<file path="src/rtl/upcnt_cmd_arbiter.sv">
// upcnt_cmd_arbiter: merges front-panel buttons and UART command bytes into
// the run/clear controls of the 0-9999 up-counter (STOP/RUN/CLEAR FSM).
//
// Ports:
//   clk            system clock
//   reset          asynchronous, active-low reset
//   i_btn_run_stop debounced run/stop button (level)
//   i_btn_clear    debounced clear button (level)
//   i_rx_data      received UART byte, valid with i_rx_done
//   i_rx_done      one-cycle strobe, byte received
//   i_tx_busy      UART transmitter busy
//   o_run_on       counter enable (state RUN)
//   o_clr_on       counter clear (state CLEAR)
//   o_overrun      one-cycle pulse, pending UART byte overwritten
//   o_tx_data      echo byte
//   o_tx_start     one-cycle transmit request
//
// Build option: define UPCNT_CMD_ECHO_EN to echo consumed UART bytes
// (known commands uppercased, unknown bytes as '?'); otherwise tx is tied 0.

module upcnt_cmd_arbiter #(
  parameter logic [7:0]  CMD_RUN   = 8'h72,
  parameter logic [7:0]  CMD_STOP  = 8'h73,
  parameter logic [7:0]  CMD_CLEAR = 8'h63,
  parameter int unsigned CLR_HOLD  = 4
) (
  input  logic       clk,
  input  logic       reset,
  input  logic       i_btn_run_stop,
  input  logic       i_btn_clear,
  input  logic [7:0] i_rx_data,
  input  logic       i_rx_done,
  input  logic       i_tx_busy,
  output logic       o_run_on,
  output logic       o_clr_on,
  output logic       o_overrun,
  output logic [7:0] o_tx_data,
  output logic       o_tx_start
);

  typedef enum logic [1:0] {
    ST_STOP,
    ST_RUN,
    ST_CLEAR
  } state_t;

  localparam logic [3:0] CLR_LAST = 4'(CLR_HOLD - 1);

  state_t     state;
  state_t     state_nx;

  logic       run_d;
  logic       clr_d;
  logic       ev_run;
  logic       ev_clr;
  logic       ev_btn;

  logic       pend_vld;
  logic [7:0] pend_data;
  logic       pend_take;
  logic [7:0] pend_lc;
  logic       is_run;
  logic       is_stop;
  logic       is_clr;

  logic       do_run;
  logic       do_stop;
  logic       do_clr;

  logic [3:0] clr_cnt;
  logic       clr_last;

  // ---------------- button edge detect ----------------
  always_ff @(posedge clk or negedge reset) begin
    if (!reset) begin
      run_d <= 1'b0;
      clr_d <= 1'b0;
    end else begin
      run_d <= i_btn_run_stop;
      clr_d <= i_btn_clear;
    end
  end

  assign ev_run = i_btn_run_stop & ~run_d;
  assign ev_clr = i_btn_clear & ~clr_d;
  assign ev_btn = ev_run | ev_clr;

  // ---------------- pending UART byte ----------------
  // Buttons win the cycle; pending waits for a cycle with no button event.
  assign pend_take = pend_vld & ~ev_btn;

  always_ff @(posedge clk or negedge reset) begin
    if (!reset) begin
      pend_vld  <= 1'b0;
      pend_data <= 8'h00;
      o_overrun <= 1'b0;
    end else begin
      // An entry consumed this cycle is not overwritten, so no overrun.
      o_overrun <= i_rx_done & pend_vld & ~pend_take;
      if (i_rx_done) begin
        pend_vld  <= 1'b1;
        pend_data <= i_rx_data;
      end else if (pend_take) begin
        pend_vld  <= 1'b0;
      end
    end
  end

  // Setting bit 5 folds ASCII upper case onto lower case.
  assign pend_lc = pend_data | 8'h20;
  assign is_run  = pend_take & (pend_lc == CMD_RUN);
  assign is_stop = pend_take & (pend_lc == CMD_STOP);
  assign is_clr  = pend_take & (pend_lc == CMD_CLEAR);

  // Simultaneous button rises: clear wins, run/stop is dropped.
  assign do_clr  = ev_clr | is_clr;
  assign do_run  = (ev_run & ~ev_clr) | is_run;
  assign do_stop = is_stop;

  // ---------------- clear hold counter ----------------
  always_ff @(posedge clk or negedge reset) begin
    if (!reset) begin
      clr_cnt <= 4'd0;
    end else if (state == ST_CLEAR) begin
      clr_cnt <= clr_cnt + 4'd1;
    end else begin
      clr_cnt <= 4'd0;
    end
  end

  assign clr_last = (clr_cnt == CLR_LAST);

  // ---------------- FSM: state register ----------------
  always_ff @(posedge clk or negedge reset) begin
    if (!reset) begin
      state <= ST_STOP;
    end else begin
      state <= state_nx;
    end
  end

  // ---------------- FSM: next state ----------------
  always_comb begin
    state_nx = state;
    unique case (state)
      ST_STOP: begin
        if (do_clr) begin
          state_nx = ST_CLEAR;
        end else if (do_run) begin
          state_nx = ST_RUN;
        end
      end
      ST_RUN: begin
        // A clear while running is consumed and ignored.
        if (do_run || do_stop) begin
          state_nx = ST_STOP;
        end
      end
      ST_CLEAR: begin
        if (clr_last) begin
          state_nx = ST_STOP;
        end
      end
      default: state_nx = ST_STOP;
    endcase
  end

  // ---------------- FSM: outputs ----------------
  always_comb begin
    o_run_on = 1'b0;
    o_clr_on = 1'b0;
    unique case (state)
      ST_RUN:   o_run_on = 1'b1;
      ST_CLEAR: o_clr_on = 1'b1;
      default: begin
        o_run_on = 1'b0;
        o_clr_on = 1'b0;
      end
    endcase
  end

`ifdef UPCNT_CMD_ECHO_EN
  // ---------------- echo buffer ----------------
  logic       echo_vld;
  logic [7:0] echo_data;
  logic [7:0] echo_byte;
  logic       known;

  assign known = (pend_lc == CMD_RUN)
               | (pend_lc == CMD_STOP)
               | (pend_lc == CMD_CLEAR);

  assign echo_byte = known ? (pend_data & 8'hDF) : 8'h3F;

  always_ff @(posedge clk or negedge reset) begin
    if (!reset) begin
      echo_vld   <= 1'b0;
      echo_data  <= 8'h00;
      o_tx_start <= 1'b0;
      o_tx_data  <= 8'h00;
    end else begin
      o_tx_start <= 1'b0;
      if (echo_vld && !i_tx_busy) begin
        o_tx_start <= 1'b1;
        o_tx_data  <= echo_data;
        echo_vld   <= 1'b0;
      end else if (pend_take && !echo_vld) begin
        echo_vld   <= 1'b1;
        echo_data  <= echo_byte;
      end
    end
  end
`else
  logic unused_tx_busy;

  assign unused_tx_busy = i_tx_busy;
  assign o_tx_start     = 1'b0;
  assign o_tx_data      = 8'h00;
`endif

endmodule

</file>
<file path="config.mk">
export PLATFORM = sky130hd
export DESIGN_NAME = upcnt_cmd_arbiter
export DESIGN_NICKNAME = d
export VERILOG_FILES = /design/src/rtl/upcnt_cmd_arbiter.sv
export SDC_FILE = /design/constraint.sdc
export NUM_CORES = 1
export LEC_CHECK = 0
export CORE_ASPECT_RATIO = 0.9
export CORE_MARGIN = 2
export CORE_UTILIZATION = 35
export CTS_CLUSTER_SIZE = 28
export DETAILED_ROUTE_END_ITERATION = 10
export GPL_TIMING_DRIVEN = 1
export HOLD_SLACK_MARGIN = 0.12
export SYNTH_ARGS = -nofsm -noshare
export SYNTH_HDL_FRONTEND = slang
export SYNTH_SLANG_ARGS = --single-unit
</file>
<file path="constraint.sdc">
create_clock -name clk -period 2.7 [get_ports clk]
set_clock_uncertainty 0.05 [all_clocks]
set_input_delay 0.54 -clock clk [delete_from_list [all_inputs] [get_ports clk]]
set_output_delay 0.54 -clock clk [all_outputs]
set_load 0.02 [all_outputs]
</file>
After elaboration in Yosys (flattened, before gate mapping)
Cells that the tools add are included.
- input port bits: 14
- flip-flop bits (word level): 18
- mux-type cells: 10
- equality and inequality tests: 9
- reductions and logical operators: 4
- add/subtract/negate cells: 1
- bitwise operators: 17
- operators by type and width (operator ; count):
    7-bit by 6-bit equality test with 1-bit output, second input constant ; 3
    1-bit AND ; 9
    2-bit two-way mux ; 4
    2-bit case mux with 3 select lines ; 1
    1-bit inverter ; 5
    4-bit by 1-bit adder with 4-bit output, second input constant ; 1
    4-bit by 2-bit equality test with 1-bit output, second input constant ; 1
    1-bit two-way mux ; 4
    4-bit two-way mux ; 1
    2-bit != test, second input constant ; 2
    3-bit != test, second input constant ; 1
    1-bit bitwise OR ; 3
    3-bit AND reduction ; 1
    2-bit by 1-bit equality test with 1-bit output, second input constant ; 1
    2-bit equality test, second input constant ; 1
    2-bit zero test ; 1
    2-bit nonzero test ; 1
    1-bit logical OR ; 1

Longest topological paths before layout
- depth after elaboration: 10
- gate-level depth with buffers: 4
- mapped depth without buffers: 4

Worst setup path before layout
OpenSTA, ideal clock, no wires.
- kind: reg2out
- start point: register state[0]
- end point: output o_clr_on
- cell stages (with the launch flop): 3
- setup slack: 1.355 ns
- path buffers: 0
- arrival time: 0.755 ns
- path through: dfrtp_1 -> nand2b_1 -> inv_1
- cells in the longest elaborated chain, start to end: 2
- ends and longest elaborated chain (item ; RTL line ; source):
    from (decl) ; 49 ; state_t state;
    from (signal assigned) ; 138 ; state <= state_nx;
    2-bit equality test ; 172 ; unique case (state)
    1-bit two-way mux ; 172 ;
    to (decl) ; 35 ; output logic o_clr_on,
Every way passes these cells.

Final worst setup path
Ends and elaborated chain as after synthesis.

==> results.py <==
metrics = {
    "routing": {
        "detail_route.wl_per_cell_microns": 10.77,
        "detail_route.wirelength_microns": 1206,
        "routed-via-count": 499,
        "dr.first_iter.drc_count": 9,
        "drt.antenna.violating_nets": 0,
        "drc": 0,
        "drt_pre_antenna_iters": 4,
        "via_per_inst": 4.455,
    },
    "critical_path": {
        "slowest_delay_ns": 0.59,
        "timing.setup.critical_path_class": "reg2out",
        "cell_at_the_slowest_stage_of_the_critical_path": "clkdlybuf4s50_1",
        "critical_path.max_fanout": 7,
        "crit_path_cell_trace": "nand2b_1 -> inv_1 -> clkdlybuf4s50_1",
        "timing.critical_path.arrival_ns": 1.63,
        "worstSetupStartpointType": "register",
        "required_ns": 2.11,
        "critical_path.endpoint_type": "primary output",
    },
    "grt": {
        "grt_start_max_net_pins": 18,
        "grt_antenna_before_repair": 0,
        "grt_pass1_wl_microns": 2297,
        "grt_pass1_vias": 557,
        "track_usage_pct": 11.94,
        "gr-total-overflow": 0,
    },
    "cts": {
        "post_cts_setup_buffer_count": 0,
        "cts_tree": "built",
        "cts-buffers-inserted": 3,
        "cts_htree_levels": 1,
        "postCtsHoldBufs": 0,
        "post_cts_resize_count": 0,
        "cts-root-to-sink-buffers": 2,
        "tritoncts_num_sinks": 17,
        "cts.clk_slew.worst_paths_ns": 0.09,
        "cts_root_buffer": "clkbuf_4",
        "clk-insertion-delay-late_ns": 0.28,
    },
    "floorplanning": {
        "die-area_sq_um": 2664,
        "std_cell_rows": 16,
        "die_h_microns": 49.17,
        "coreArea_sq_um": 2162,
        "start_util_pct": 36.69,
        "horizontal_extent_of_the_die_microns": 54.18,
        "floorplan.io_pins": 26,
    },
    "cells_and_area": {
        "area_growth_syn_to_layout_pct": 19.87,
        "n_fill_cell": 219,
        "layout.nets": 101,
        "stdcell_count": 112,
        "mostFrequentLayoutCell": "dfrtp_1",
        "diodes": 0,
        "most-common-layout-cells": "dfrtp_1 (17), clkdlybuf4s50_1 (14), conb_1 (9), nor2_1 (8), mux2_2 (7)",
        "final_layout_size_suffix_gt1_share_pct": 14.12,
    },
    "synth": {
        "synth.yosys.seq_area_share_pct": 53.63,
        "synth-warning-count": 0,
        "synth_mux_area_share_pct": 9.937,
        "synthSimpleGateAreaFrac_pct": 16.25,
        "netlist_instances": 69,
        "synth_compound_area_share_pct": 5.363,
        "yosys.cell_types.count": 25,
        "ys_seq_elements": 17,
        "synth_top_family_by_area": "simple AND/OR/NAND/NOR gates",
        "ys_top_cells_by_area": "dfrtp_1 (54%), mux2_2 (9.9%), buf_4 (8.5%), nor2_1 (3.8%), nor2b_1 (2.4%)",
        "synthAdderAreaFrac_pct": 1.577,
        "post_synth_xor_xnor_area_pct": 2.208,
        "synth.cell_area_sq_um": 793.3,
        "synthesis.area_per_instance_sq_um": 11.50,
        "netlist.area_leader.share_pct": 53.63,
        "synth_top_area_cell": "dfrtp_1",
    },
    "sta": {
        "timing_max_transition_violations_final": 0,
        "layout_min_cycle_time_ns": 2.222,
        "setup_ws_ns": 0.4783,
        "final_hold_viol_count": 0,
        "highest_clock_frequency_the_design_can_meet_ghz": 0.4501,
        "rsz0062_at_grt": "false",
        "timing.final.setup_violations": 0,
        "fin_setup_tns_ns": 0,
        "fin_crit_sh_pct": 82.29,
        "slew_headroom_pct": 49.88,
        "tightestPinTransition_ns": 0.7494,
    },
    "place": {
        "place_hpwl_microns": 927,
        "io_buffer_count": 14,
        "detailedPlace.worstSlack_ns": 0.7932,
        "globalplace.congestion": 0.6985,
        "dp_cells": 108,
    },
    "flow_run": {
        "cap_violations": 0,
    },
    "power": {
        "p_total_mw": 0.6268,
        "power-per-cell-area_nw_per_um2": 659.2,
        "irDropWorstVdd_v": 0.0002741,
        "cellLeakagePower_nw": 0.4320,
    },
    "run_status": {
        "run_status": "finished, final reports clean",
    },
    "worst_hold_path": {
        "min_path_type": "reg2reg",
    },
}
## through the flow
step / util [%] / instance area, sq um / hold WS (ns)
2_1_floorplan: - / 823.3 / 0.1944
3_3_place_gp: 42.77 / 924.6 / 0.4009
3_5_place_dp: 42.77 / 924.6 / 0.4200
4_1_cts: 43.98 / 950.9 / 0.4328
5_1_grt: 43.98 / 950.9 / 0.4808
6_report: 43.98 / 950.9 / 0.4300
## routing by layer
layer | GRT usage (%) | share of wire [%] | routed length, microns
met3 | 3.067 | 6.1 | 74
met4 | 8.333 | 2.7 | 33
met5 | 0 | 0 | 0
met1 | 14.12 | 42 | 511
met2 | 18.27 | 49 | 587
## worst max-delay path: cells and delay by family, from the launching register on
| family | cells | cell delay, ns |
|---|---|---|
| simple gates | 1 | 0.22 |
| buf+inv | 2 | 0.68 |
| flops | 1 | 0.44 |
## power by group
| group | internal, mW | switching [mW] |
|---|---|---|
| clock network | 0.0574 | 0.0736 |
| logic | 0.0827 | 0.0801 |
| registers | 0.298 | 0.0355 |
## final cells by class
| class | count | area [sq um] | share of cell area [%] |
|---|---|---|---|
| Clock buffer | 4 | 26.28 | 2.763 |
| Inverter | 3 | 11.26 | 1.184 |
| Multi-Input combinational cell | 47 | 314.1 | 33.03 |
| Sequential cell | 17 | 425.4 | 44.74 |
| Tap cell | 27 | 33.78 | 3.553 |
| Timing Repair Buffer | 14 | 140.1 | 14.74 |
## synthesized netlist by cell type
master / number
a211oi_1: 1
a211oi_2: 1
a221oi_1: 1
a2bb2oi_1: 1
and2_1: 1
and2b_1: 1
and3_4: 1
and4bb_1: 1
buf_2: 1
buf_4: 9
conb_1: 1
dfrtp_1: 17
ha_1: 1
inv_1: 3
mux2_2: 7
nand2_1: 3
nand2b_1: 2
nand3_1: 1
nand4_1: 1
nor2_1: 8
nor2b_1: 3
nor3b_1: 1
o21ai_0: 1
xnor2_1: 1
xor2_1: 1
## flip-flops by register name (all words and copies together), names as in the netlist
register and count:
pend_vld 1, clr_d 1, clr_cnt 4, state 2
pend_data 7, run_d 1, o_overrun 1
## kinds of logic after synthesis
family / after synthesis
AOI/OAI and AO/OA: 5
xor gates and xnor gates: 2
adders and majority gates: 1
buffers and inverters: 13
DFF: 17
muxes: 7
other: 1
and+or+nand+nor: 23
## final timing paths
path	cells after the start	from	slack [ns]	endpoint
max in group asynchronous	1	reset	1.49	pend_data[0]$_DFFE_PN0P_
hold / removal	1	clr_cnt[0]$_DFF_PN0_	0.43	clr_cnt[0]$_DFF_PN0_
setup reg to reg	4	pend_data[2]$_DFFE_PN0P_	1.40	state[0]$_DFFE_PN0P_
setup / recovery	3	state[0]$_DFFE_PN0P_	0.48	o_clr_on
hold reg to reg	1	clr_cnt[0]$_DFF_PN0_	0.43	clr_cnt[0]$_DFF_PN0_
min in group asynchronous	1	reset	0.64	clr_d$_DFF_PN0_
Note: power is estimated with default switching activity, not from simulation.
==> RTL change 1, RTL diff (same settings) <==
The option `UPCNT_CMD_ECHO_EN` is turned on by a define.
--- a/src/rtl/upcnt_cmd_arbiter.sv
+++ b/src/rtl/upcnt_cmd_arbiter.sv
@@ -19,4 +19,6 @@
 // (known commands uppercased, unknown bytes as '?'); otherwise tx is tied 0.
 
+`define UPCNT_CMD_ECHO_EN
+
 module upcnt_cmd_arbiter #(
   parameter logic [7:0]  CMD_RUN   = 8'h72,
Function: changed (a bounded check fails within 4 cycles, from zero or initial values and one cycle with reset low).
==> RTL change 1 against the unedited design <==
- critical endpoint unchanged
- sequential cell count rose by 18
- register-to-register slack got worse by 0.27 ns
- via count rose by 74%
- final area rose by 87%
- highest routed layer unchanged
- routed wire length rose by 87%
- synthesized area rose by 75%
- total power rose by 97%
- worst setup slack improved by 0.087 ns
- global-route usage rose by 0.46 points
- largest cell class unchanged
- die area rose by 69%
- sequential power rose by 89%
==> RTL change 1: results (changes against the unedited design) <==
| Metric | Value |
|---|---|
| GPL Wtd Cong | `0.765 (was 0.699)` |
| Crit Path Max Fanout | `4 (was 7)` |
| Worst IR drop on VDD | `0.000348 V (was 0.000274 V)` |
| Worst Hold Margin | `0.414 ns (was 0.430 ns)` |
| Routed vias/inst | `4.79 (was 4.46)` |
| Largest cells by area after synthesis | `sky130_fd_sc_hd__dfrtp_1, sky130_fd_sc_hd__mux2_2, sky130_fd_sc_hd__nor2_1 (was sky130_fd_sc_hd__dfrtp_1, sky130_fd_sc_hd__mux2_2, sky130_fd_sc_hd__buf_4)` |
| Worst setup timing slack at the placement stage | `0.527 ns (was 0.793 ns)` |
| Number of global-route vias before repair | `899 (was 557)` |
| Outcome | `finished clean (unchanged)` |
| Worst reg2reg path startpoint | `clr_d (was pend_data[2])` |
| Async SR Flop Fraction | `1.00 (unchanged)` |
| Detailed-route wire length per cell | `12.5 µm (was 10.8 µm)` |
| Clock transition at the register clock pins on the worst setup and hold paths after CTS | `0.06 ns (was 0.09 ns)` |
| Layout cell share with drive strength beyond 1 | `0.170 (was 0.141)` |
| Deepest level of the CTS H-tree | `2 (was 1)` |
| Total routing usage reported by global routing | `0.124 (was 0.119)` |
| Hold Violations, Final | `0 (unchanged)` |
| Adder-cell share of the synthesized area | `0.00900 (was 0.0158)` |
| Multiplexer share of the synthesized area | `0.105 (was 0.0994)` |
| Count of port buffers added during placement | `24 (was 14)` |
| Pin count of the biggest net entering global routing | `36 (was 18)` |
| Synth Area in Compound Gates | `0.0666 (was 0.0536)` |
| Top post-synthesis cells by count | `sky130_fd_sc_hd__dfrtp_1, sky130_fd_sc_hd__nor2_1, sky130_fd_sc_hd__mux2_2 (was sky130_fd_sc_hd__dfrtp_1, sky130_fd_sc_hd__buf_4, sky130_fd_sc_hd__nor2_1)` |
| Inserted Clock Buffers | `5 (was 3)` |
| 1st-iter DRT viols | `36 (was 9)` |
| Largest regs | `echo_data: 8 flops, o_tx_data: 8 flops, pend_data: 7 flops (was pend_data: 7 flops, clr_cnt: 4 flops, state: 2 flops)` |
| Register area share after synthesis | `0.630 (was 0.536)` |
| Clock root buffer | `sky130_fd_sc_hd__clkbuf_8 (was sky130_fd_sc_hd__clkbuf_4)` |
| Wire length of the first global-routing pass | `4240 µm (was 2300 µm)` |
| Minimum setup slack in the final design | `0.565 ns (was 0.478 ns)` |
| Reg2reg end | `echo_data[4] (was state[0])` |
| Filler cells | `349 (was 219)` |
| Final nets | `150 (was 101)` |
| Placed Instance Area | `1690 µm² (was 925 µm²)` |
| R2R setup slack | `1.13 ns (was 1.40 ns)` |
| Post-synth cell types | `31 (was 25)` |
| Pleak | `0.724 nW (was 0.432 nW)` |
| Post-synthesis xor/xnor area fraction | `0.0126 (was 0.0221)` |
| Biggest cell delay along the critical path | `0.59 ns (about the same)` |
| Normalized max-slew margin | `0.715 (was 0.499)` |
| Post-DP HPWL | `1650 µm (was 927 µm)` |
-- RTL change 1: cell count changes after synthesis, sizes merged, moves of 2 or more --
cell	unedited run	this run
a211oi	2	0
a21o	0	2
buf	10	2
dfrtp	17	35
mux2	7	13
nand2	3	5
nand3	1	3
nor2	8	11
nor2b	3	5
nor4b	0	2
o221ai	0	2
o32a	0	2
or3	0	2
-- RTL change 1: metal layers --
metal	global-route usage	routed length [µm]
met5	0	0
met1	0.163	1110
met3	0.0552	136
met4	0.0505	46
met2	0.178	960
-- RTL change 1: how the worst min path moves through the flow --
stage,start,to,depth (start not counted)
3_3_place_gp,echo_data[1],echo_data[1],1
2_1_floorplan,reset,clr_cnt[0],0
5_1_grt,echo_data[1],echo_data[1],1
4_1_cts,clr_cnt[0],clr_cnt[0],1
6_report,clr_cnt[0],clr_cnt[0],1
3_5_place_dp,echo_data[1],echo_data[1],1
-- RTL change 1: cell type report --
| cell class | instances | share of cell area |
|---|---|---|
| Sequential cell | 35 | 0.494 |
| Tap cell | 46 | 0.0324 |
| Clock buffer | 6 | 0.0465 |
| Timing Repair Buffer | 26 | 0.144 |
| Multi-Input combinational cell | 63 | 0.272 |
| Clock inverter | 1 | 0.00282 |
| Inverter | 4 | 0.00846 |
-- RTL change 1: where the power goes --
part | total [W] | switching (W) | internal [W]
sequential | 0.000629 | 0.0000470 | 0.000582
clock | 0.000375 | 0.000175 | 0.000200
combinational | 0.000230 | 0.000111 | 0.000119
-- RTL change 1: critical path: cells and delay by family, from the launching register on --
kind	cells	cell delay, ns
buf+inv	2	0.68
flops	1	0.39
simple gates	1	0.20
-- RTL change 1: cells by family (layout without fill, tap and decap cells) --
| group | Yosys count | after routing |
|---|---|---|
| DFF | 35 | 35 |
| and+or+nand+nor | 35 | 35 |
| AOI/OAI and AO/OA | 12 | 12 |
| xor gates and xnor gates | 2 | 2 |
| buffers and inverters | 7 | 37 |
| muxes | 13 | 13 |
| adders and majority gates | 1 | 1 |
-- RTL change 1: through the flow --
stage | total power, W | cells | util
2_1_floorplan | 0.000773 | 105 | -
3_3_place_gp | 0.000861 | 174 | 0.449
3_5_place_dp | 0.000872 | 174 | 0.449
4_1_cts | 0.00125 | 181 | 0.472
5_1_grt | 0.00131 | 181 | 0.472
6_report | 0.00123 | 181 | 0.472
==> RTL change 2, RTL diff (same settings) <==
Without the edit above. The 3 states of `state_t` get a one-hot encoding in 3 bits.
--- a/src/rtl/upcnt_cmd_arbiter.sv
+++ b/src/rtl/upcnt_cmd_arbiter.sv
@@ -39,8 +39,8 @@
 );
 
-  typedef enum logic [1:0] {
-    ST_STOP,
-    ST_RUN,
-    ST_CLEAR
+  typedef enum logic [2:0] {
+    ST_STOP  = 3'b001,
+    ST_RUN   = 3'b010,
+    ST_CLEAR = 3'b100
   } state_t;
 
Check against the original RTL: no difference found for any inputs over 10 cycles, from zero or initial values and one cycle with reset low; not proved beyond that.
==> RTL change 2 against the unedited design <==
- sequential share of layout area fell by 1.6 points
- worst setup slack worse by 0.053 ns
- clock power up 24%
- routed wire length rose by 3.6%
- sequential power rose by 4%
- synthesized area up 11%
- global-route usage shrank 1.3 points
- total power rose by 6.3%
- critical path type unchanged
- first-iteration DRC count increased by 78%
- final area up 10%
- hold slack worse by 0.012 ns
- sequential cell count increased by 1
- largest power group unchanged
==> RTL change 2: results (changes against the unedited design) <==
| Metric | Value |
|---|---|
| Count of clock tree sinks | `18 (was 17)` |
| Worst Path Arrival | `1.68 ns (was 1.63 ns)` |
| Wire length of the first global-routing pass | `2380 µm (was 2300 µm)` |
| Pin count of the biggest net entering global routing | `19 (was 18)` |
| Met2 track demand over resource in global routing | `0.157 (was 0.183)` |
| Reg2reg end | `state[0] (unchanged)` |
| Largest cells by area after synthesis | `sky130_fd_sc_hd__dfrtp_1, sky130_fd_sc_hd__mux2_2, sky130_fd_sc_hd__buf_4 (unchanged)` |
| Crit Path Max Fanout | `4 (was 7)` |
| Top post-synthesis cells by count | `sky130_fd_sc_hd__dfrtp_1, sky130_fd_sc_hd__buf_4, sky130_fd_sc_hd__mux2_2 (was sky130_fd_sc_hd__dfrtp_1, sky130_fd_sc_hd__buf_4, sky130_fd_sc_hd__nor2_1)` |
| 1st-iter DRT viols | `16 (was 9)` |
| Worst reg2reg path startpoint | `clr_cnt[0] (was pend_data[2])` |
| Post-synth cell types | `31 (was 25)` |
| Met1 usage | `0.145 (was 0.141)` |
| Post-synthesis xor/xnor area fraction | `0.0200 (was 0.0221)` |
| Total routing usage reported by global routing | `0.106 (was 0.119)` |
| Layout cell share with drive strength beyond 1 | `0.185 (was 0.141)` |
| Worst IR drop on VDD | `0.000334 V (was 0.000274 V)` |
| R2r worst-path depth | `5 (was 4)` |
| Placed Instance Area | `1010 µm² (was 925 µm²)` |
| Routed vias/inst | `4.69 (was 4.46)` |
| Met3 usage | `0.0323 (was 0.0307)` |
| Total wire length after detailed routing | `1250 µm (was 1210 µm)` |
| Multiplexer share of the synthesized area | `0.0899 (was 0.0994)` |
| Largest regs | `pend_data: 7 flops, clr_cnt: 4 flops, state: 3 flops (was pend_data: 7 flops, clr_cnt: 4 flops, state: 2 flops)` |
| Pin slew with the least headroom to its limit | `0.782 ns (was 0.749 ns)` |
| Pleak | `0.463 nW (was 0.432 nW)` |
| Final nets | `108 (was 101)` |
| Outcome | `finished clean (unchanged)` |
| Slowest cell on the critical path | `sky130_fd_sc_hd__dfstp_2 (was sky130_fd_sc_hd__clkdlybuf4s50_1)` |
| Worst setup timing slack at the placement stage | `0.751 ns (was 0.793 ns)` |
| Count of TritonRoute iterations in the first routing pass | `5 (was 4)` |
| Adder-cell share of the synthesized area | `0.0143 (was 0.0158)` |
| Register area share after synthesis | `0.515 (was 0.536)` |
| Final worst-path cycle share | `0.842 (was 0.823)` |
-- RTL change 2: cell count changes in the layout (fill, tap and decap cells not counted), sizes merged, moves of 2 or more --
cell,delta
a21oi,+3
nor2,-3
or2b,+3
a211oi,-2
inv,-2
nand3,+2
o21ai,+2
-- RTL change 2: power breakdown --
part | internal, W | switching (W)
sequential | 0.000311 | 0.0000350
combinational | 0.0000784 | 0.0000804
clock | 0.0000820 | 0.0000798
-- RTL change 2: layout make-up --
type | instances | area, µm²
Fill cell | 247 | 1380
Sequential cell | 18 | 452
Clock buffer | 4 | 36.3
Tap cell | 28 | 35.0
Timing Repair Buffer | 14 | 140
Multi-Input combinational cell | 55 | 380
Inverter | 1 | 3.75
-- RTL change 2: cells by family after synthesis --
logic type      after synthesis
other cells                   1
flops                        18
compound gates               11
buf+inv                      11
simple gates                 25
xor+xnor                      2
mux                           7
fa+ha+maj                     1
-- RTL change 2: critical path, delay by kind of cell, from the launching register on --
kind          cells  cell delay [ns]
buf+inv           2             0.63
flops             1             0.59
simple gates      2             0.18
-- RTL change 2: per-layer routing --
metal  wire length, µm  vias up
li1                  -      278
met1               566      260
met2               582       23
met3                93        2
met4                 7        0
met5                 0        -
-- RTL change 2: how the worst max path moves through the flow --
stage                   start  endpoint
2_1_floorplan        state[0]  o_clr_on
3_3_place_gp         state[0]  o_clr_on
3_5_place_dp   i_btn_run_stop  state[1]
4_1_cts              state[0]  o_clr_on
5_1_grt              state[0]  o_clr_on
6_report             state[0]  o_clr_on
-- RTL change 2: per-stage QoR --
stage	instances	hold slack [ns]
after floorplan	84	0.194
after global placement	116	0.403
after detailed placement	116	0.407
after CTS	120	0.421
after global routing	120	0.442
final	120	0.418
